[config.mk]
export PLATFORM = sky130hd
export DESIGN_NAME = gpio_regbank
export DESIGN_NICKNAME = d
export VERILOG_FILES = /design/src/rtl/gpio_regbank.sv
export SDC_FILE = /design/constraint.sdc
export NUM_CORES = 1
export LEC_CHECK = 0
export CAP_MARGIN = 10
export CORE_ASPECT_RATIO = 0.7
export CORE_MARGIN = 2
export CORE_UTILIZATION = 50
export CTS_CLUSTER_DIAMETER = 200
export CTS_CLUSTER_SIZE = 40
export DETAILED_ROUTE_END_ITERATION = 12
export GPL_TIMING_DRIVEN = 0
export PLACE_DENSITY = 0.82
export SLEW_MARGIN = 20
export SYNTH_ARGS = -nofsm -noshare
export SYNTH_HDL_FRONTEND = slang
export SYNTH_SLANG_ARGS = --single-unit
[constraint.sdc]
create_clock -name clk_i -period 2.6 [get_ports clk_i]
set_input_delay 0.78 -clock clk_i [delete_from_list [all_inputs] [get_ports clk_i]]
set_output_delay 0.78 -clock clk_i [all_outputs]
set_load 0.01 [all_outputs]
[src/rtl/gpio_regbank.sv]
// gpio_regbank: maps a 32-bit GPIO host word onto 2**ADDR_BITS configuration
// registers with edge-triggered writes, optional shadow/commit, and readback.
module gpio_regbank #(
    parameter int unsigned ADDRESS_PREFIX = 0,
    parameter int unsigned PREFIX_BITS    = 2,
    parameter int unsigned ADDR_BITS      = 3,
    parameter int unsigned SHADOW_MODE    = 0,
    parameter logic [(2**ADDR_BITS)*(31-PREFIX_BITS-ADDR_BITS)-1:0] RESET_VALUES = '0
) (
    input  logic                                                   clk_i,
    input  logic                                                   rst_ni,
    input  logic [31:0]                                            gpio1_i,
    output logic [31:0]                                            gpio2_o,
    output logic [(2**ADDR_BITS)*(31-PREFIX_BITS-ADDR_BITS)-1:0]   data_o,
    output logic [(2**ADDR_BITS)-1:0]                              update_o,
    output logic                                                   pending_o
);

    localparam int unsigned N_REGS = 2 ** ADDR_BITS;
    localparam int unsigned DW     = 31 - PREFIX_BITS - ADDR_BITS;
    localparam int unsigned CTRL   = N_REGS - 1;

    logic [31:0]                  gpio1_q;
    logic                         we_prev_q;
    logic                         sampled_q;
    logic                         armed_q;
    logic [N_REGS-1:0][DW-1:0]    active_q;
    logic [N_REGS-1:0][DW-1:0]    shadow_q;

    logic                         we_q;
    logic [PREFIX_BITS-1:0]       prefix_q;
    logic [ADDR_BITS-1:0]         addr_q;
    logic [DW-1:0]                data_q;

    logic                         wr_fire;
    logic                         armed_d;
    logic                         ack_d;
    logic [N_REGS-1:0][DW-1:0]    active_d;
    logic [N_REGS-1:0][DW-1:0]    shadow_d;
    logic                         pending_d;
    logic [N_REGS-1:0]            update_d;
    logic [DW-1:0]                rdata_d;

    // Field split of the registered host word.
    assign we_q     = gpio1_q[31];
    assign prefix_q = gpio1_q[30 -: PREFIX_BITS];
    assign addr_q   = gpio1_q[DW +: ADDR_BITS];
    assign data_q   = gpio1_q[DW-1:0];

    // Arming only counts a we=0 that was actually sampled from the host, not
    // the reset-zero of gpio1_q, so a we held across reset release never writes.
    assign armed_d = armed_q | (sampled_q & ~we_q);
    assign wr_fire = we_q & ~we_prev_q & armed_q & (prefix_q == PREFIX_BITS'(ADDRESS_PREFIX));
    assign ack_d   = we_q & armed_q;

    // Next-state of register file, shadow copy, pending flag and update strobes.
    always_comb begin
        active_d  = active_q;
        shadow_d  = shadow_q;
        pending_d = pending_o;
        update_d  = '0;
        if (wr_fire) begin
            if (SHADOW_MODE == 0) begin
                active_d[addr_q] = data_q;
                update_d[addr_q] = 1'b1;
            end else if (addr_q != ADDR_BITS'(CTRL)) begin
                shadow_d[addr_q] = data_q;
                pending_d        = 1'b1;
            end else if (data_q[0]) begin
                for (int unsigned k = 0; k < CTRL; k++) begin
                    update_d[k] = (active_q[k] != shadow_q[k]);
                    active_d[k] = shadow_q[k];
                end
                pending_d = 1'b0;
            end
        end
    end

    // Readback uses post-update values so the word carrying ack=1 already
    // reflects the write that ack acknowledges.
    always_comb begin
        rdata_d = '0;
        if (SHADOW_MODE == 0) begin
            rdata_d = active_d[addr_q];
        end else if (addr_q == ADDR_BITS'(CTRL)) begin
            rdata_d = DW'(pending_d);
        end else begin
            rdata_d = shadow_d[addr_q];
        end
    end

    // Active register contents; the control slot has no active copy in shadow mode.
    always_comb begin
        data_o = active_q;
        if (SHADOW_MODE != 0) begin
            data_o[CTRL*DW +: DW] = '0;
        end
    end

    // State and registered outputs.
    always_ff @(posedge clk_i or negedge rst_ni) begin
        if (!rst_ni) begin
            gpio1_q   <= '0;
            we_prev_q <= 1'b0;
            sampled_q <= 1'b0;
            armed_q   <= 1'b0;
            active_q  <= RESET_VALUES;
            shadow_q  <= RESET_VALUES;
            gpio2_o   <= '0;
            update_o  <= '0;
            pending_o <= 1'b0;
        end else begin
            gpio1_q   <= gpio1_i;
            we_prev_q <= we_q;
            sampled_q <= 1'b1;
            armed_q   <= armed_d;
            active_q  <= active_d;
            shadow_q  <= shadow_d;
            gpio2_o   <= {ack_d, PREFIX_BITS'(ADDRESS_PREFIX), addr_q, rdata_d};
            update_o  <= update_d;
            pending_o <= pending_d;
        end
    end

endmodule

==> metrics.yaml <==
outcome:
  status: "completed"
placed_design:
  gp_congestion: 0.823
  dp_hpwl_mm: 25.9
  io_buffers: 279
  place_area_um2: 14800
cts:
  clkTransAtPathRegs_ns: 0.14
  root_buffer: "clkbuf_16"
  cts_buffer_depth: 3
  cts_tree: "built"
  h-tree-depth: 1
  clock_latency_ns: 0.50
  clock-sinks: 281
  cts_buffers: 11
layout:
  final_nets: 1131
  n_fill_cell: 1656
  final-seq-area_um2: 7030
  area_growth_pct: 31.9
  drive_gt1_share_pct: 27.0
  finalInstanceArea_um2: 15200
  multiInputGateArea_um2: 4200
  antenna_cells: 0
sta:
  skew_ns: 0.0598
  period_needed_ns: 2.53
  final-setup-viol-count: 0
  slew_viol_final: 0
  max_freq_mhz: 395
  final_min_period_over_clock_period_pct: 97.4
  tightestPinTransition_ns: 1.08
  max_slew_margin_pct: 27.7
  finalHoldViolations: 0
  rsz0062_at_grt: "true"
  tns_ns: 0
floorplanning:
  die_h_um: 131
  start_util_pct: 50.9
  rows: 46
  ios: 283
  die_width_um: 186
  dieArea_um2: 24300
  design.core.area_um2: 22700
synthesis:
  yosysTopAreaCellShare_pct: 61.0
  yosysWarnings: 0
  netlist_top_cells_count: "dfrtp_1, mux2_2, a221oi_1"
  synth-async-reset-ratio_pct: 100
  synth_cells: 790
  yosysMostFrequentCell: "dfrtp_1"
  synth_area_leader_cell: "dfrtp_1"
  avgSynthCellArea_um2: 14.6
  yosysSeqAreaShare_pct: 61.0
  synthFlopType: "dfrtp_1"
  synth_edf_count: 0
  synth_area_leaders: "dfrtp_1, mux2_2, a221oi_1"
  synth-seq-cells: 281
  synth_cell_type_count: 37
  netlist_area_um2: 11500
drt:
  avgRoutedWirePerCell_um: 26.2
  vias: 8362
  drtIter0Drc: 774
  wirelength_mm: 37.0
  drtPass1Iterations: 5
  ant_nets: 0
  viasPerCell: 5.93
  route.detailed.drc: 0
worst_setup_path:
  reg2reg_to: "data_o[38]"
  cp.required_ns: 3.00
  crit_family: "simple AND/OR/NAND/NOR gates"
  cp-start-kind: "flip-flop"
  worstSetupEndpoint: "data_o[38]"
  cp-startpoint: "gpio1_q[27]"
  worst-path-buf-inv: 2
  cp_max_fo: 10
  r2r-start: "gpio1_q[27]"
  max_stage_delay_ns: 0.50
  crit_chain: "buf_2, nor2_2, nand3_2, clkbuf_1, mux2_2"
  crit_arrival_ns: 2.93
  endpoint_kind: "flip-flop"
  criticalPathCategory: "flip-flop to flip-flop"
  reg2regPathDepth: 5
  cp_num_cells: 5
  cpMaxStageDelayCell: "nor2_2"
  rrSetupSlack_ns: 0.07
global_route:
  grt_usage_pct: 30.2
  grt_max_degree: 101
  grt_pass1_wl_mm: 53.8
  grt-ovfl-total: 0
  antenna_found_initial: 0
  grt_pass1_vias: 8464
power_and_ir_drop:
  power.density_nw_per_um2: 636
  leakage_nw: 6.83
  ir_drop_v: 0.000422
run:
  drv_cap: 0
hold_path:
  hold_class: "input pin to async pin"
==> through the flow <==
step | utilization [%] | total power, mW | hold slack, ns | setup WS, ns | instances
after floorplan | - | 6.13 | 0.374 | 0.477 | 792
after global placement | 64.9 | 7.51 | 0.385 | -11.15 | 1383
after detailed placement | 65.3 | 7.58 | 0.385 | -0.393 | 1386
after CTS | 66.9 | 9.68 | 0.192 | 0.0182 | 1404
after global routing | 67.1 | 10.0 | 0.197 | -0.00761 | 1409
final | 67.1 | 9.67 | 0.174 | 0.0675 | 1409
==> report_power, final <==
| group | internal, mW | leakage [nW] | switching, mW |
|---|---|---|---|
| clock network | 0.803 | 0.148 | 1.35 |
| registers | 4.85 | 3.68 | 0.453 |
| logic | 1.29 | 3.00 | 0.923 |
==> routing by layer <==
layer	vias up	GRT usage, %	part of all wire, %
li1	3511	-	-
met1	4344	43.1	43
met2	453	46.4	45
met3	54	8.51	11
met4	0	7.27	1.9
met5	-	0	0
==> kinds of logic (layout without fill, tap and decap cells) <==
kind of cell	Yosys count	count (layout)	synth area share (%)
mux	256	256	24.9
flops	281	281	61.0
simple gates	66	66	3.23
other cells	2	4	0.0651
buf+inv	60	365	2.80
compound gates	125	125	8.02
==> area by class of cell <==
cell class,instances,area share (%)
Sequential cell,281,46.2
Multi-Input combinational cell,451,27.6
Timing Repair Buffer,292,19.4
Tap cell,312,2.57
Buffer,53,1.98
Clock buffer,12,1.83
Clock inverter,1,0.197
Inverter,7,0.181
==> how the worst min path moves through the flow <==
stage,startpoint,to,slack [ns],cells past startpoint
floorplan,gpio1_q[28],gpio2_o[28],0.37,0
global placement,gpio1_q[31],we_prev_q,0.39,0
detailed placement,gpio1_q[31],we_prev_q,0.39,0
CTS,rst_ni,data_o[31],0.19,1
global route,rst_ni,data_o[31],0.20,1
finish,rst_ni,gpio2_o[5],0.17,1
==> sequential cells by signal (all words and copies together), names as in the netlist <==
name,count
gpio2_o,30
we_prev_q,1
sampled_q,1
data_o,208
armed_q,1
gpio1_q,32
update_o,8
==> layout by cell type (no fill, tap or decap), types with 2 or more instances in the layout <==
| master | n |
|---|---|
| a21o_1 | 4 |
| a21oi_1 | 26 |
| a221oi_1 | 39 |
| a22o_1 | 11 |
| a22oi_1 | 6 |
| a31oi_1 | 6 |
| and2_1 | 3 |
| buf_1 | 4 |
| buf_16 | 3 |
| buf_2 | 16 |
| buf_4 | 13 |
| buf_6 | 9 |
| clkbuf_1 | 19 |
| clkbuf_16 | 11 |
| clkbuf_2 | 3 |
| clkdlybuf4s50_1 | 278 |
| conb_1 | 4 |
| dfrtp_1 | 281 |
| inv_1 | 6 |
| mux2_1 | 3 |
| mux2_2 | 228 |
| mux2i_1 | 23 |
| mux4_2 | 2 |
| nand2_1 | 7 |
| nand2b_1 | 3 |
| nand3_1 | 2 |
| nand4_1 | 2 |
| nor2_1 | 32 |
| nor2_2 | 2 |
| nor2b_1 | 5 |
| nor3_4 | 3 |
| nor3b_1 | 2 |
| nor4_4 | 2 |
| o21ai_0 | 11 |
| o22a_1 | 9 |
| o2bb2ai_1 | 10 |
==> worst reg2reg max path: stages, from the launching register on <==
cell and delay, ns:
dfrtp_1 0.45, buf_2 0.21, nor2_2 0.50, nand3_2 0.44, clkbuf_1 0.44, mux2_2 0.40
==> timing repair <==
item | CTS | global route
setup endpoints to repair | 84 | 32
hold buffers | 0 | 0
gates resized for setup | 6 | 2
buffers inserted | 5 | 5
pin swaps | 2 | 2
Power figures use the tool's default switching activity.
